**config.mk**
```make
export PLATFORM = sky130hd
export DESIGN_NAME = overlay_feeder
export DESIGN_NICKNAME = d
export VERILOG_FILES = /design/src/rtl/overlay_feeder.sv
export SDC_FILE = /design/constraint.sdc
export NUM_CORES = 1
export LEC_CHECK = 0
export ABC_AREA = 1
export CORE_UTILIZATION = 30
export CTS_CLUSTER_DIAMETER = 30
export DETAILED_ROUTE_END_ITERATION = 12
export SYNTH_ARGS = -nofsm -noshare
export SYNTH_HDL_FRONTEND = slang
export SYNTH_SLANG_ARGS = --single-unit
```
**constraint.sdc**
```tcl
create_clock -name clk -period 2.94 [get_ports clk]
set_input_delay 0.588 -clock clk [delete_from_list [all_inputs] [get_ports clk]]
set_output_delay 0.588 -clock clk [all_outputs]
set_load 0.005 [all_outputs]
```
**src/rtl/overlay_feeder.sv**
```systemverilog
// overlay_feeder: splits one host stream into PE instructions, a coefficient
// strobe and blocks of PE_NUM data words, pacing each block with a PE_LAT
// drain wait followed by a one-cycle output-buffer load strobe.
// Ports:
//   clk, rst (async, active-low)    clock / reset
//   start, cfg_inst_cnt, cfg_blk_cnt job request and its configuration
//   s_valid, s_data, s_ready        host stream handshake (s_ready is decoded)
//   inst_in_v, inst_in              instruction beat to the array
//   alpha_v                         coefficient strobe
//   din_overlay_v, din_overlay      data beat to the array input buffer
//   load                            output-buffer parallel-load strobe
//   busy, done                      job status
module overlay_feeder #(
  parameter int DATA_WIDTH = 16,
  parameter int INST_WIDTH = 32,
  parameter int PE_NUM     = 8,
  parameter int PE_LAT     = 12
) (
  input  logic                      clk,
  input  logic                      rst,
  input  logic                      start,
  input  logic [7:0]                cfg_inst_cnt,
  input  logic [15:0]               cfg_blk_cnt,
  input  logic                      s_valid,
  input  logic [2*DATA_WIDTH-1:0]   s_data,
  output logic                      s_ready,
  output logic                      inst_in_v,
  output logic [INST_WIDTH-1:0]     inst_in,
  output logic                      alpha_v,
  output logic                      din_overlay_v,
  output logic [2*DATA_WIDTH-1:0]   din_overlay,
  output logic                      load,
  output logic                      busy,
  output logic                      done
);

  localparam int unsigned WORD_W = 2 * DATA_WIDTH;
  localparam int unsigned BEAT_W = (PE_NUM > 1) ? $clog2(PE_NUM) : 1;
  localparam int unsigned WAIT_W = $clog2(PE_LAT + 1);

  localparam logic [2:0] S_IDLE  = 3'd0;
  localparam logic [2:0] S_INST  = 3'd1;
  localparam logic [2:0] S_ALPHA = 3'd2;
  localparam logic [2:0] S_DATA  = 3'd3;
  localparam logic [2:0] S_WAIT  = 3'd4;
  localparam logic [2:0] S_LOAD  = 3'd5;

  logic [2:0]            state_q, state_d;
  logic [7:0]            inst_total_q, inst_total_d;
  logic [7:0]            inst_cnt_q, inst_cnt_d;
  logic [15:0]           blk_rem_q, blk_rem_d;
  logic [BEAT_W-1:0]     beat_q, beat_d;
  logic [WAIT_W-1:0]     wait_q, wait_d;
  logic                  inst_in_v_d, alpha_v_d, din_v_d, load_d, busy_d, done_d;
  logic [INST_WIDTH-1:0] inst_in_d;
  logic [WORD_W-1:0]     din_d;
  logic                  hs;

  // Ready is a pure state decode so the host never sees a valid->ready path.
  assign s_ready = (state_q == S_INST) || (state_q == S_DATA);
  assign hs      = s_valid & s_ready;

  // State register.
  always_ff @(posedge clk or negedge rst) begin
    if (!rst) state_q <= S_IDLE;
    else      state_q <= state_d;
  end

  // Next state, counters and next values of the registered outputs.
  always_comb begin
    state_d      = state_q;
    inst_total_d = inst_total_q;
    inst_cnt_d   = inst_cnt_q;
    blk_rem_d    = blk_rem_q;
    beat_d       = beat_q;
    wait_d       = wait_q;
    inst_in_v_d  = 1'b0;
    inst_in_d    = inst_in;
    alpha_v_d    = 1'b0;
    din_v_d      = 1'b0;
    din_d        = din_overlay;
    load_d       = 1'b0;
    busy_d       = busy;
    done_d       = 1'b0;
    case (state_q)
      S_IDLE: begin
        if (start) begin
          if (cfg_blk_cnt == 16'd0) begin
            // Empty job: acknowledge and stay idle.
            done_d = 1'b1;
          end else begin
            inst_total_d = cfg_inst_cnt;
            blk_rem_d    = cfg_blk_cnt;
            inst_cnt_d   = 8'd0;
            beat_d       = '0;
            wait_d       = '0;
            busy_d       = 1'b1;
            state_d      = (cfg_inst_cnt != 8'd0) ? S_INST : S_ALPHA;
          end
        end
      end
      S_INST: begin
        if (hs) begin
          inst_in_v_d = 1'b1;
          inst_in_d   = s_data[INST_WIDTH-1:0];
          if (inst_cnt_q == 8'(inst_total_q - 8'd1)) begin
            inst_cnt_d = 8'd0;
            state_d    = S_ALPHA;
          end else begin
            inst_cnt_d = 8'(inst_cnt_q + 8'd1);
          end
        end
      end
      // alpha_v lands one cycle after entry, clear of the last inst_in_v.
      S_ALPHA: begin
        alpha_v_d = 1'b1;
        state_d   = S_DATA;
      end
      S_DATA: begin
        if (hs) begin
          din_v_d = 1'b1;
          din_d   = s_data;
          if (beat_q == BEAT_W'(PE_NUM - 1)) begin
            beat_d  = '0;
            wait_d  = '0;
            state_d = S_WAIT;
          end else begin
            beat_d = BEAT_W'(beat_q + 1'b1);
          end
        end
      end
      S_WAIT: begin
        if (wait_q == WAIT_W'(PE_LAT - 1)) begin
          wait_d  = '0;
          state_d = S_LOAD;
        end else begin
          wait_d = WAIT_W'(wait_q + 1'b1);
        end
      end
      S_LOAD: begin
        load_d    = 1'b1;
        blk_rem_d = 16'(blk_rem_q - 16'd1);
        if (blk_rem_q == 16'd1) begin
          done_d  = 1'b1;
          busy_d  = 1'b0;
          state_d = S_IDLE;
        end else begin
          state_d = S_DATA;
        end
      end
      default: state_d = S_IDLE;
    endcase
  end

  // Counters, latched configuration and registered outputs.
  always_ff @(posedge clk or negedge rst) begin
    if (!rst) begin
      inst_total_q  <= 8'd0;
      inst_cnt_q    <= 8'd0;
      blk_rem_q     <= 16'd0;
      beat_q        <= '0;
      wait_q        <= '0;
      inst_in_v     <= 1'b0;
      inst_in       <= '0;
      alpha_v       <= 1'b0;
      din_overlay_v <= 1'b0;
      din_overlay   <= '0;
      load          <= 1'b0;
      busy          <= 1'b0;
      done          <= 1'b0;
    end else begin
      inst_total_q  <= inst_total_d;
      inst_cnt_q    <= inst_cnt_d;
      blk_rem_q     <= blk_rem_d;
      beat_q        <= beat_d;
      wait_q        <= wait_d;
      inst_in_v     <= inst_in_v_d;
      inst_in       <= inst_in_d;
      alpha_v       <= alpha_v_d;
      din_overlay_v <= din_v_d;
      din_overlay   <= din_d;
      load          <= load_d;
      busy          <= busy_d;
      done          <= done_d;
    end
  end

endmodule

```
==> results.cfg <==
[run_status]
status = finished clean

[die]
initial_core_util_pct = 31.0
die_h_um = 137
core_area_um2 = 17500
die_area_um2 = 18700
die_w_um = 137
rows = 48
num_io_pins = 131

[timing]
final-hold-violation-count = 0
tns_ns = 0
max_freq_mhz = 401
report.final.slew_viol_count = 0
finalClockSkew_ns = 0.0129
setup_ws_ns = 0.443
rsz0062_at_grt = false
whs_ns = 0.213
worst_pin_slew_ns = 0.958
fin_crit_ns = 2.50
setup_violations = 0
relSlewSlack_pct = 36.0
post-route-period-util_pct = 84.9

[worst_setup_path]
endpoint_kind = primary output
cp.arrival_ns = 1.91
start_kind = register
crit-reg2reg-launch = inst_total_q[0]
crit_fanout = 6
critPathRequiredTime_ns = 2.35
criticalPathCategory = register to primary output
ff2ff_setup_slack_ns = 0.88
crit_start = state_q[2]

[yosys]
synth.most_common_cell = nand2_1
synth_common_cells = nand2_1, dfrtp_1, inv_1
synth_ff_type = dfrtp_1
synth_area_per_cell_um2 = 8.19
synth_edf_count = 0
synthTopCellsByArea = dfrtp_1, nand2_1, o21ai_0
synth_largest_area_cell = dfrtp_1
async_flop_share_pct = 100
yosysTopAreaCellShare_pct = 51.5
synthCells = 665
yosys_warnings = 0
yosysUniqueCellTypes = 40
synth-seq-area-share_pct = 51.5
synth_area_um2 = 5440
synth_nets = 732
synth_seq_cells = 112

[place]
place_ws_ns = 0.512
port_buffers = 130
place_area_um2 = 6960
gp_congestion = 0.805
dp_hpwl_um = 9480
placedCellCount = 1004

[final_layout]
stdcell_area_um2 = 7270
multi_input_area_um2 = 2180
fill_cells = 1771
stdcell_count = 1020
nets = 857
seq_area_um2 = 2800
drive_gt1_share_pct = 6.92
diodes = 0
syn2layout_area_growth_pct = 33.5

[route]
ant_nets = 0
wirelength_um = 13300
drc = 0
drt-pass1-iter-count = 4
via_per_inst = 4.48
first_iter_violations = 185
drt-wirelength-per-cell_um = 13.0
vias = 4565

[clock_tree]
ctsHoldBuffers = 0
cts.path.max_buffers = 2
cts_tree = done
ctsResizeCount = 0
clock-sinks = 112
cts_made_buffers = 9
post-cts-setup-buffers = 0
htreeDepth = 3
clockRootBuffer = clkbuf_16
clk_pin_slew_ns = 0.08
insertion_delay_ns = 0.36

[power]
max-vdd-ir-drop_uv = 419
power.leakage_nw = 3.41
power_density_nw_per_um2 = 960

[global_routing]
antenna_found_initial = 0
grt_pass1_wl_um = 21700
grt_pass1_vias = 4401
grt_start_max_net_pins = 65
track_usage_pct = 15.0
gr-total-overflow = 0

[worst_hold_path]
hp-class = input pin to asynchronous set/reset pin

[flow_run]
maxCapViolations = 0
[kinds of logic (layout without fill, tap and decap cells)]
family	Yosys count	in the layout	synth area share (%)
buffers and inverters	109	239	8.48
AND/OR/NAND/NOR	285	285	22.5
multiplexers	1	1	0.184
AO/OA/AOI/OAI	140	140	14.0
adder cells (fa/ha/maj)	7	7	1.61
flip-flops	112	112	51.5
XOR/XNOR	11	11	1.77
[sequential cells by signal, indices dropped and copies added, names as in the netlist]
register       count
din_overlay       32
inst_in           32
blk_rem_q         16
inst_cnt_q         8
inst_total_q       8
wait_q             4
beat_q             3
state_q            3
alpha_v            1
busy               1
din_overlay_v      1
done               1
inst_in_v          1
load               1
[through the flow]
stage / util, % / total power [W]
finish: 41.5 / 0.00698
global placement: 39.7 / 0.00572
global route: 41.5 / 0.00758
CTS: 41.5 / 0.00708
detailed placement: 39.7 / 0.00576
floorplan: - / 0.00433
[layout by cell type (no fill, tap or decap), types with 4 or more instances in the layout]
cell type | netlist | routed
nand2_1 | 176 | 176
clkdlybuf4s50_1 | 0 | 129
dfrtp_1 | 112 | 112
inv_1 | 77 | 77
o21ai_0 | 73 | 73
nor2_1 | 51 | 51
o21ai_1 | 33 | 33
nand3_1 | 28 | 28
a21oi_1 | 13 | 13
inv_2 | 10 | 10
nor3_1 | 10 | 10
xor2_1 | 9 | 9
clkbuf_16 | 0 | 9
ha_1 | 7 | 7
o22ai_1 | 6 | 6
buf_4 | 2 | 5
a21oi_2 | 4 | 4
[final cells by class]
type	count	share of cell area (%)
Clock buffer	9	3.10
Inverter	87	4.49
Clock inverter	7	1.17
Tap cell	225	3.87
Sequential cell	112	38.6
Multi-Input combinational cell	444	30.0
Timing Repair Buffer	136	18.8
[path summary, 6_finish.rpt]
| kind | cells after the start | end |
|---|---|---|
| worst max-delay path | 4 | s_ready |
| worst min-delay path | 1 | blk_rem_q[11] |
| worst max register to register | 13 | state_q[0] |
| worst min register to register | 2 | din_overlay[25] |
| max in group asynchronous | 2 | inst_in[25] |
| min in group clk | 2 | din_overlay[25] |
[routing by layer]
layer	routed length (µm)	part of all wire (%)	GRT usage, %
met3	1150	8.6	7.04
met1	6270	47	19.3
met2	5780	43	22.5
met4	90	0.68	3.40
met5	0	0	0
[critical path, stage by stage, from the launching register on]
cell             delay [ns]
dfrtp_1                0.46
nor3_2                 0.33
inv_2                  0.13
nand2_1                0.12
clkdlybuf4s50_1        0.52
[power by group]
| part | internal, W | leakage, nW | switching, W | total [W] |
|---|---|---|---|---|
| Clock | 0.000612 | 0.152 | 0.000652 | 0.00126 |
| Sequential | 0.00218 | 1.41 | 0.000431 | 0.00261 |
| Combinational | 0.00150 | 1.85 | 0.00160 | 0.00310 |
(Power assumes the default switching activity.)
